## src/rtl/branch_pkg.sv

```systemverilog
// branch_pkg: shared defaults and the buffered prediction record for branch_train_tracker.
package branch_pkg;
    localparam int BTT_N     = 7;
    localparam int BTT_DEPTH = 8;

    typedef struct packed {
        logic [BTT_N-1:0] pc;
        logic [BTT_N-1:0] history;
        logic             taken;
    } pred_entry_t;
endpackage

```

## src/rtl/btt_fifo.sv

```systemverilog
// btt_fifo: in-order FIFO of prediction records with wrap-bit pointers and a head=tail flush.
module btt_fifo
    import branch_pkg::*;
#(
    parameter type T     = pred_entry_t,
    parameter int  DEPTH = BTT_DEPTH,
    localparam int AW    = $clog2(DEPTH)
) (
    input  logic        clk,
    input  logic        areset_n,
    input  logic        push,
    input  logic        pop,
    input  logic        flush,
    input  T            wdata,
    output T            rdata,
    output logic [AW:0] count,
    output logic        full,
    output logic        empty
);
    T            mem [DEPTH];
    logic [AW:0] wptr_q, wptr_d, rptr_q, rptr_d;

    always_comb begin
        wptr_d = wptr_q + (AW+1)'(push);
        rptr_d = flush ? wptr_q : rptr_q + (AW+1)'(pop);
    end

    always_ff @(posedge clk or negedge areset_n) begin
        if (!areset_n) begin
            wptr_q <= '0;
            rptr_q <= '0;
        end else begin
            wptr_q <= wptr_d;
            rptr_q <= rptr_d;
        end
    end

    // Storage needs no reset: entries are only read while outstanding.
    always_ff @(posedge clk) begin
        if (push) mem[wptr_q[AW-1:0]] <= wdata;
    end

    assign rdata = mem[rptr_q[AW-1:0]];
    assign count = wptr_q - rptr_q;
    assign empty = wptr_q == rptr_q;
    assign full  = (wptr_q ^ rptr_q) == {1'b1, AW'(0)};
endmodule

```

## src/rtl/branch_train_tracker.sv

```systemverilog
// branch_train_tracker: buffers gshare predictions and issues train requests on resolve, flushing on mispredict.
// Optional BTT_STATS_EN adds saturating resolve/mispredict counters.
module branch_train_tracker
    import branch_pkg::*;
#(
    parameter int  N     = BTT_N,
    parameter int  DEPTH = BTT_DEPTH,
    localparam int AW    = $clog2(DEPTH)
) (
    input  logic         clk,
    input  logic         areset_n,
    input  logic         pred_valid,
    output logic         pred_ready,
    input  logic [N-1:0] pred_pc,
    input  logic [N-1:0] pred_history,
    input  logic         pred_taken,
    input  logic         resolve_valid,
    output logic         resolve_ready,
    input  logic         resolve_taken,
    output logic         train_valid,
    output logic         train_taken,
    output logic         train_mispredicted,
    output logic [N-1:0] train_history,
    output logic [N-1:0] train_pc,
    output logic [AW:0]  count
`ifdef BTT_STATS_EN
   ,output logic [15:0]  resolve_count,
    output logic [15:0]  mispredict_count
`endif
);
    typedef struct packed {
        logic [N-1:0] pc;
        logic [N-1:0] history;
        logic         taken;
    } entry_t;

    entry_t       head, wdata;
    logic         full, empty, pop, mispred, push;
    logic         tvalid_q, tvalid_d, ttaken_q, ttaken_d, tmis_q, tmis_d;
    logic [N-1:0] tpc_q, tpc_d, thist_q, thist_d;

    assign pred_ready    = !full;
    assign resolve_ready = !empty;
    assign pop           = resolve_valid && !empty;
    assign mispred       = head.taken ^ resolve_taken;
    // A flushing pop discards any same-cycle push: it is wrong-path.
    assign push          = pred_valid && !full && !(pop && mispred);
    assign wdata         = '{pc: pred_pc, history: pred_history, taken: pred_taken};

    btt_fifo #(.T(entry_t), .DEPTH(DEPTH)) u_fifo (
        .clk      (clk),
        .areset_n (areset_n),
        .push     (push),
        .pop      (pop),
        .flush    (pop && mispred),
        .wdata    (wdata),
        .rdata    (head),
        .count    (count),
        .full     (full),
        .empty    (empty)
    );

    always_comb begin
        tvalid_d = pop;
        ttaken_d = pop ? resolve_taken : ttaken_q;
        tmis_d   = pop ? mispred : tmis_q;
        tpc_d    = pop ? head.pc : tpc_q;
        thist_d  = pop ? head.history : thist_q;
    end

    always_ff @(posedge clk or negedge areset_n) begin
        if (!areset_n) begin
            tvalid_q <= 1'b0;
            ttaken_q <= 1'b0;
            tmis_q   <= 1'b0;
            tpc_q    <= '0;
            thist_q  <= '0;
        end else begin
            tvalid_q <= tvalid_d;
            ttaken_q <= ttaken_d;
            tmis_q   <= tmis_d;
            tpc_q    <= tpc_d;
            thist_q  <= thist_d;
        end
    end

    assign train_valid        = tvalid_q;
    assign train_taken        = ttaken_q;
    assign train_mispredicted = tmis_q;
    assign train_pc           = tpc_q;
    assign train_history      = thist_q;

`ifdef BTT_STATS_EN
    logic [15:0] rcnt_q, rcnt_d, mcnt_q, mcnt_d;

    always_comb begin
        rcnt_d = (pop && rcnt_q != 16'hFFFF) ? rcnt_q + 16'd1 : rcnt_q;
        mcnt_d = (pop && mispred && mcnt_q != 16'hFFFF) ? mcnt_q + 16'd1 : mcnt_q;
    end

    always_ff @(posedge clk or negedge areset_n) begin
        if (!areset_n) begin
            rcnt_q <= '0;
            mcnt_q <= '0;
        end else begin
            rcnt_q <= rcnt_d;
            mcnt_q <= mcnt_d;
        end
    end

    assign resolve_count    = rcnt_q;
    assign mispredict_count = mcnt_q;
`endif
endmodule
```

## config.mk

```make
export PLATFORM = sky130hd
export DESIGN_NAME = branch_train_tracker
export DESIGN_NICKNAME = d
export VERILOG_FILES = /design/src/rtl/branch_pkg.sv /design/src/rtl/btt_fifo.sv /design/src/rtl/branch_train_tracker.sv
export SDC_FILE = /design/constraint.sdc
export NUM_CORES = 1
export LEC_CHECK = 0
export BUFFER_PORTS_ARGS = -buffer_cell sky130_fd_sc_hd__buf_2
export CAP_MARGIN = 40
export CORE_MARGIN = 4
export CORE_UTILIZATION = 60
export CTS_BUF_LIST = sky130_fd_sc_hd__clkbuf_8
export DETAILED_ROUTE_END_ITERATION = 10
export PLACE_DENSITY_LB_ADDON = 0.08
export SLEW_MARGIN = 30
export SYNTH_ARGS = -nofsm -noshare
export SYNTH_HDL_FRONTEND = slang
export SYNTH_SLANG_ARGS = --single-unit
```

## constraint.sdc

```tcl
create_clock -name clk -period 6.05 [get_ports clk]
set_input_delay 1.815 -clock clk [delete_from_list [all_inputs] [get_ports clk]]
set_output_delay 1.815 -clock clk [all_outputs]
set_load 0.05 [all_outputs]
```

==> flow_summary.ini, run 1 <==
[worst_setup_path]
critical_path_arrival_ns = 2.36
end_kind = primary output
slowest_stage = buf_4
critPathMaxFanout = 36
cp_top_family = buffers and inverters
cp.required_ns = 4.24
crit_chain = buf_4, inv_1, ha_1, a21o_1, a21oi_1, xor2_1, buf_2
cp_slowest_stage_delay_ns = 0.46
rrSetupSlack_ns = 2.73
critical_path_buf_inv_count = 3
start_kind = register
crit_type = reg2out

[placement]
post-dp-hpwl_mm = 6.102
io_buffers = 42
dpl_worst_slack_ns = 2.115
gp_congestion = 0.7687
placed_area_mm2 = 0.006126
place_inst = 459

[clock_network]
cts.sinks = 145
root_buffer = clkbuf_8
cts_tree = yes
cts_resized = 0
holdBufCountCts = 0
clk_latency_ns = 0.42
cts_made_buffers = 17
path_clk_slew_ns = 0.08
cts_max_path_buffers = 2
cts_setup_buffers = 0
cts.htree.levels = 4

[drt]
drt_first_iter_violations = 142
vias_per_cell = 5.651
detail-route-antenna-nets = 0
drc = 0
dr.pass1.iters = 4
wl_mm = 9.536
wl_per_cell_um = 19.34
vias = 2786

[sta]
tightest_slew_ns = 0.7995
final_hold_viol_count = 0
fmax_mhz = 239.4
rsz0062_at_grt = no
fin_crit_ns = 4.177
hold_slack_ns = 0.4774
skew_ns = 0.01160
worst_slack_ns = 1.873
fin_setup_tns_ns = 0
setup_violations = 0
maxSlewViolCount = 0
fin_crit_sh = 0.6904
slew-limit-headroom = 0.4670

[global_routing]
globalRouteOverflowTotal = 0
grt_max_degree = 37
grt_pass1_wl_mm = 15.78
antenna_found_initial = 0
grt.total_usage = 0.1919
grt_pass1_vias = 2865

[layout]
area_growth_syn_to_layout_pct = 14.45
diodes = 0
ff_latch_area_mm2 = 0.004230
drive_above_1_share = 0.3352
final_cell_mix = edfxtp_1 (120), buf_2 (42), mux4_2 (28), dfrtp_1 (24)
design_area_mm2 = 0.006560
multi_input_area_mm2 = 0.001408
layout_commonest_cell = edfxtp_1
fin_nets = 379
fill_cells = 601
finalNonFillerCells = 493
utilization = 0.7066

[yosys]
avgSynthCellArea_um2 = 19.50
yosysWarnings = 0
ys_ff_latch = 145
syn_area_mm2 = 0.005732
seq_area_frac_synth = 0.7378
yosys.cell_types.count = 35
synth_nets = 322
postSynthCellCount = 294

[power]
power_mw = 3.530
power.density_mw_per_mm2 = 538.0
leakagePower_nw = 2.416
ir_worst_vdd_uv = 386.9

[floorplan]
die_x_um = 105.7
dieArea_mm2 = 0.01118
rows = 35
pin_count = 43
die_h_um = 105.7
start_util = 0.6174
coreArea_mm2 = 0.009284

[flow_run]
maxCapViolations = 0

[hold_path]
hold_path_class = reg2reg

[outcome]
status = finished clean
-- report_power, final --
part           leakage, nW  total (mW)  internal [mW]  switching [mW]
Sequential            1.39        1.39           1.29          0.0934
Clock                0.192       0.745          0.384           0.361
Combinational        0.836        1.40          0.502           0.897
-- worst paths after layout --
path,from,endpoint,cells past startpoint
worst min-delay path,train_pc[3],train_pc[3],2
worst max register to register,u_fifo.rptr_q[2],u_fifo.mem[1][11],7
min in group asynchronous,areset_n,train_mispredicted,1
max in group asynchronous,areset_n,u_fifo.rptr_q[0],1
worst max-delay path,u_fifo.rptr_q[1],count[3],7
worst min register to register,train_pc[3],train_pc[3],2
-- flip-flops by register name, indices dropped and copies added (netlist names) --
register,cells
u_fifo.rptr_q,4
u_fifo.wptr_q,4
train_mispredicted,1
train_valid,1
u_fifo.mem,120
train_history,7
train_pc,7
train_taken,1
-- cells by family (layout without fill, tap and decap cells) --
logic type	Yosys count	after routing	share of synthesized area
XOR/XNOR	7	7	0.01201
flip-flops	145	145	0.7378
adder cells (fa/ha/maj)	8	8	0.01877
AND/OR/NAND/NOR	39	39	0.03908
multiplexers	49	49	0.1493
AO/OA/AOI/OAI	23	23	0.02336
buffers and inverters	23	93	0.01964
-- synth_stat cells, drive strengths merged --
library cell,instances,area [um2]
mux2i,18,180.2
inv,9,33.78
and4b,1,10.01
nor2b,1,6.260
mux2,3,45.04
nor3,1,10.01
a21oi,1,5.000
edfxtp,120,3603
buf,6,48.79
or2b,1,7.510
o211ai,2,20.02
clkbuf,8,30.03
or2,2,12.52
a22oi,1,7.510
nor4b,2,30.03
fa,1,20.02
ha,7,87.58
nand2,18,67.56
mux4,28,630.6
o21ai,16,80.08
dfrtp,25,625.6
and3,2,12.51
xnor2,4,35.03
nor2,2,7.510
a21o,2,15.01
and4,4,35.03
nand3,5,25.02
a31oi,1,6.260
xor2,3,33.79
-- per-layer routing --
metal / GRT usage / part of all wire
met5: 0 / 0
met2: 0.2919 / 0.49
met4: 0.07031 / 0.012
met1: 0.2746 / 0.46
met3: 0.04654 / 0.036
-- area by class of cell --
type | count | area share
well taps | 129 | 0.02460
clock buffers | 18 | 0.03776
multi-input cells | 126 | 0.2146
clock inverters | 14 | 0.02384
flip-flops and latches | 145 | 0.6449
inverters | 9 | 0.005150
repair buffers | 52 | 0.04921
-- worst min-delay path: stages (launching register included) --
cell     delay, ns
dfrtp_1       0.34
nand2_1       0.04
o21ai_0       0.06
(Power assumes the default switching activity.)
==> run 2, diff against run 1 <==
--- a/config.mk
+++ b/config.mk
@@ -8,7 +8,7 @@
 export BUFFER_PORTS_ARGS = -buffer_cell sky130_fd_sc_hd__buf_2
 export CAP_MARGIN = 40
 export CORE_MARGIN = 4
-export CORE_UTILIZATION = 60
+export CORE_UTILIZATION = 56
 export CTS_BUF_LIST = sky130_fd_sc_hd__clkbuf_8
 export DETAILED_ROUTE_END_ITERATION = 10
 export PLACE_DENSITY_LB_ADDON = 0.08
==> constraint.sdc (replaced) <==
create_clock -name clk -period 3.8 [get_ports clk]
set_input_delay 1.14 -clock clk [delete_from_list [all_inputs] [get_ports clk]]
set_output_delay 1.14 -clock clk [all_outputs]
set_load 0.05 [all_outputs]
==> run 2 against run 1 <==
Core utilization shrank 4.1 points. Global-route usage about the same. Via count rose by 0.57%. Largest power group is now registers.
==> flow_summary.ini, run 2 (synthesis results as in run 1) <==
[outcome]
status = finished clean

[drt]
drc = 0
drt_first_iter_violations = 176
detail-route-antenna-nets = 0
wl_mm = 10.23
vias = 2802
vias_per_cell = 5.604
dr.pass1.iters = 4
wl_per_cell_um = 20.45

[clock_network]
cts_max_path_buffers = 2
cts_setup_buffers = 0
clk_latency_ns = 0.43
cts_resized = 0
holdBufCountCts = 0
cts_made_buffers = 17
cts.htree.levels = 4
cts_tree = yes
path_clk_slew_ns = 0.08
cts.sinks = 145
root_buffer = clkbuf_8

[layout]
diodes = 0
drive_above_1_share = 0.3297
fin_nets = 383
area_growth_syn_to_layout_pct = 14.47
final_cell_mix = edfxtp_1 (120), buf_2 (42), mux4_2 (28), dfrtp_1 (24)
fill_cells = 680
largest_register_ffs = 120
layout_commonest_cell = edfxtp_1

[sta]
final_hold_viol_count = 0
fin_crit_sh = 0.8665
fin_setup_tns_ns = 0
maxSlewViolCount = 0
fin_crit_ns = 3.293
skew_ns = 0.01126
rsz0062_at_grt = no
tightest_slew_ns = 0.6070
slew-limit-headroom = 0.5953
setup_violations = 0
fmax_mhz = 303.7

[power]
ir_worst_vdd_uv = 917.5
clockPowerShare = 0.217
leakagePower_nw = 2.434
p_switching_mw = 2.126
pwr-share-comb = 0.391
p_int_mw = 3.557
power.density_mw_per_mm2 = 866.2
power_frac_seq = 0.392
power_mw = 5.683
switching_share = 0.3741

[global_routing]
grt_pass1_wl_mm = 16.08
grt.total_usage = 0.1920
globalRouteOverflowTotal = 0
grt_pass1_vias = 2821
grt_max_degree = 35
antenna_found_initial = 0

[worst_setup_path]
slowest_stage = dfrtp_1
cp_slowest_stage_delay_ns = 0.47
crit_type = reg2out
critPathMaxFanout = 7
worst_path_most_repeated_cell = inv_1
crit_chain = inv_1, ha_1, inv_1, a21o_1, a21oi_1, xor2_1, buf_2
start_kind = register
critical_path_arrival_ns = 2.15
rrSetupSlack_ns = 0.92
cp.required_ns = 2.66
rr_worst_depth = 7
end_kind = primary output

[flow_run]
maxCapViolations = 0

[placement]
io_buffers = 42
post-dp-hpwl_mm = 6.266
gp_congestion = 0.7618

[floorplan]
pin_count = 43
coreArea_mm2 = 0.009864
start_util = 0.5811
rows = 36
dieArea_mm2 = 0.01192
die_x_um = 109.2
die_h_um = 109.2

[hold_path]
hold_depth = 2
hold_path_class = reg2reg
-- run 2: cell count changes in the layout (fill, tap and decap cells not counted), sizes merged --
cell	previous run	this run
buf	52	56
bufinv	2	4
clkbuf	18	17
clkinv	1	4
clkinvlp	5	4
inv	15	11
-- run 2: routing by layer --
layer	part of all wire	track usage	wire length, um	vias up
met5	0	0	0	-
met4	0.012	0.06411	125	0
met3	0.046	0.04914	474	15
met2	0.50	0.3057	5071	68
met1	0.45	0.2623	4555	1437
li1	-	-	-	1282
-- run 2: stage by stage --
step           cells  hold slack (ns)    util  area, um2  worst slack (ns)
2_1_floorplan    294           0.5206       -       5732            0.1157
3_5_place_dp     469           0.4658  0.6238       6153            0.9211
5_1_grt          500           0.4913  0.6651       6561            0.3487
3_3_place_gp     469           0.4567  0.6238       6153            0.9826
6_report         500           0.4769  0.6651       6561            0.5074
4_1_cts          500           0.4828  0.6651       6561            0.4849
-- run 2: area by class of cell --
cell class / count / area (um2) / area share
Tap cell: 133 / 166.4 / 0.02536
Inverter: 9 / 33.78 / 0.005149
Multi-Input combinational cell: 126 / 1408 / 0.2145
Timing Repair Buffer: 56 / 315.3 / 0.04805
Sequential cell: 145 / 4230 / 0.6447
Clock inverter: 14 / 173.9 / 0.02651
Clock buffer: 17 / 234.0 / 0.03566
-- run 2: critical path: cells and delay by family, from the launching register on --
family | cells | cell delay [ns]
buf+inv | 3 | 0.52
flops | 1 | 0.47
compound gates | 2 | 0.36
fa+ha+maj | 1 | 0.22
xor+xnor | 1 | 0.15
-- run 2: final timing paths --
check	from	to
max	u_fifo.wptr_q[0]	count[3]
min in group asynchronous	areset_n	u_fifo.rptr_q[2]
min	train_taken	train_taken
max reg2reg	u_fifo.wptr_q[2]	u_fifo.mem[3][4]
min reg2reg	train_taken	train_taken
max in group asynchronous	areset_n	u_fifo.rptr_q[0]
-- run 2: power by group through the flow --
stage | clock network (mW) | registers [mW] | logic, mW
after floorplan | 0 | 2.51 | 1.45
after global placement | 0 | 2.25 | 2.24
after global routing | 1.35 | 2.27 | 2.39
final | 1.23 | 2.23 | 2.22
after CTS | 1.26 | 2.23 | 2.26
after detailed placement | 0 | 2.27 | 2.25
==> run 3, diff against run 2 <==
--- a/config.mk
+++ b/config.mk
@@ -7,8 +7,9 @@
 export LEC_CHECK = 0
 export BUFFER_PORTS_ARGS = -buffer_cell sky130_fd_sc_hd__buf_2
 export CAP_MARGIN = 40
+export CORE_ASPECT_RATIO = 2
 export CORE_MARGIN = 4
-export CORE_UTILIZATION = 56
+export CORE_UTILIZATION = 30
 export CTS_BUF_LIST = sky130_fd_sc_hd__clkbuf_8
 export DETAILED_ROUTE_END_ITERATION = 10
 export PLACE_DENSITY_LB_ADDON = 0.08
==> run 3 against run 2 <==
Clock power hardly changed. Clock-buffer cell count stayed put. Register-to-register slack worse by 0.19 ns. Die area is 81% higher. First-iteration DRC count is 33% lower. Flip-flop and latch count stayed put. Hold slack worse by 0.0031 ns. Critical path depth is 2 lower. Largest cell class unchanged. Largest power group is now combinational cells. Highest routed layer unchanged.
==> flow_summary.ini, run 3 (synthesis results as in run 1) <==
[worst_setup_path]
endpoint = count[2]
cp.required_ns = 2.66
rr_worst_depth = 8
cp_slowest_stage_delay_ns = 0.48
rrSetupSlack_ns = 0.73
setup.worst_path.start = u_fifo.wptr_q[0]
rr_startpoint = u_fifo.wptr_q[0]
crit_type = reg2out
critical_path_arrival_ns = 2.23
crit_chain = inv_1, ha_1, fa_1, xnor2_1, buf_2
path_depth = 5
start_kind = register
slowest_stage = dfrtp_1
end_kind = primary output
reg2reg_to = u_fifo.mem[7][3]
critPathMaxFanout = 7
cp_top_family = adder cells
critical_path_buf_inv_count = 2

[sta]
fin_crit_ns = 3.370
fin_setup_tns_ns = 0
fin_crit_sh = 0.8868
fmax_mhz = 296.7
maxSlewViolCount = 0
setup_violations = 0
rsz0062_at_grt = no
skew_ns = 0.009747
slew-limit-headroom = 0.5475
tightest_slew_ns = 0.6787
final_hold_viol_count = 0

[clock_network]
cts_setup_buffers = 0
cts_tree = yes
holdBufCountCts = 0
cts.htree.levels = 4
cts_made_buffers = 17
root_buffer = clkbuf_8
path_clk_slew_ns = 0.08
clk_latency_ns = 0.44
cts_resized = 0
cts_max_path_buffers = 2
cts.sinks = 145

[floorplan]
coreArea_mm2 = 0.01883
dieArea_mm2 = 0.02152
rows = 71
pin_count = 43
start_util = 0.3043
die_h_um = 203.5
die_x_um = 105.7

[layout]
fill_cells = 1835
final_cell_mix = edfxtp_1 (120), buf_2 (42), mux4_2 (28), dfrtp_1 (24)
drive_above_1_share = 0.3306
diodes = 0
fin_nets = 385
largest_register_ffs = 120
finalNonFillerCells = 624
layout_commonest_cell = edfxtp_1
area_growth_syn_to_layout_pct = 16.94

[flow_run]
maxCapViolations = 0

[placement]
gp_congestion = 0.7208
io_buffers = 42
place_inst = 593
post-dp-hpwl_mm = 8.514

[global_routing]
grt.total_usage = 0.1314
globalRouteOverflowTotal = 0
grt_pass1_vias = 3160
grt_pass1_wl_mm = 20.07
antenna_found_initial = 0
grt_max_degree = 36

[hold_path]
hold_path_class = reg2reg
hold_start = train_pc[3]
hold_depth = 2

[power]
power.density_mw_per_mm2 = 853.6
ir_worst_vdd_uv = 569.1
leakagePower_nw = 2.440

[drt]
drt_first_iter_violations = 118
vias_per_cell = 4.527
wl_per_cell_um = 21.05
dr.pass1.iters = 4
wl_mm = 13.14
drc = 0
vias = 2825
detail-route-antenna-nets = 0

[outcome]
status = finished clean
## run 3: worst reg2reg max path, delay by kind of cell (launching register included)
family,cells,cell delay [ns]
buffers and inverters,2,0.42
and+or+nand+nor,4,1.38
DFF,1,0.48
adders and majority gates,1,0.34
AOI/OAI and AO/OA,1,0.17
## run 3: per-stage QoR
| stage | power (mW) | hold slack (ns) | instance area [um2] | util | worst slack [ns] |
|---|---|---|---|---|---|
| after floorplan | 3.963 | 0.5206 | 5732 | - | 0.1157 |
| after global placement | 4.645 | 0.4574 | 6321 | 0.3356 | 0.7604 |
| after detailed placement | 4.646 | 0.4650 | 6321 | 0.3356 | 0.7076 |
| after CTS | 5.869 | 0.4818 | 6703 | 0.3559 | 0.3915 |
| after global routing | 6.063 | 0.5009 | 6703 | 0.3559 | 0.2733 |
| final | 5.722 | 0.4738 | 6703 | 0.3559 | 0.4300 |
## run 3: cell type report
type	instances	area, um2	share of cell area
multi-input cells	126	1408	0.2100
clock buffers	17	234.0	0.03491
repair buffers	58	330.3	0.04928
inverters	9	33.78	0.005040
well taps	255	319.1	0.04760
flip-flops and latches	145	4230	0.6311
clock inverters	14	147.6	0.02203
## run 3: where the power goes
part,switching (mW),leakage [nW],internal (mW)
registers,0.157,1.39,2.06
logic,1.50,0.857,0.810
clock network,0.564,0.194,0.632
total,2.22,2.44,3.50
## run 3: worst min-delay path by stage
stage	end	slack, ns
3_5_place_dp	train_history[3]	0.46
6_report	train_pc[3]	0.47
5_1_grt	train_history[5]	0.50
3_3_place_gp	train_mispredicted	0.46
4_1_cts	train_history[3]	0.48
2_1_floorplan	u_fifo.wptr_q[3]	0.52
## run 3: routing by layer
metal,routed length [um],up-vias,global-route usage
met1,4817,1482,0.1342
met2,7817,45,0.2562
met3,298,15,0.02534
met5,0,-,0
met4,203,0,0.05280
li1,-,1283,-
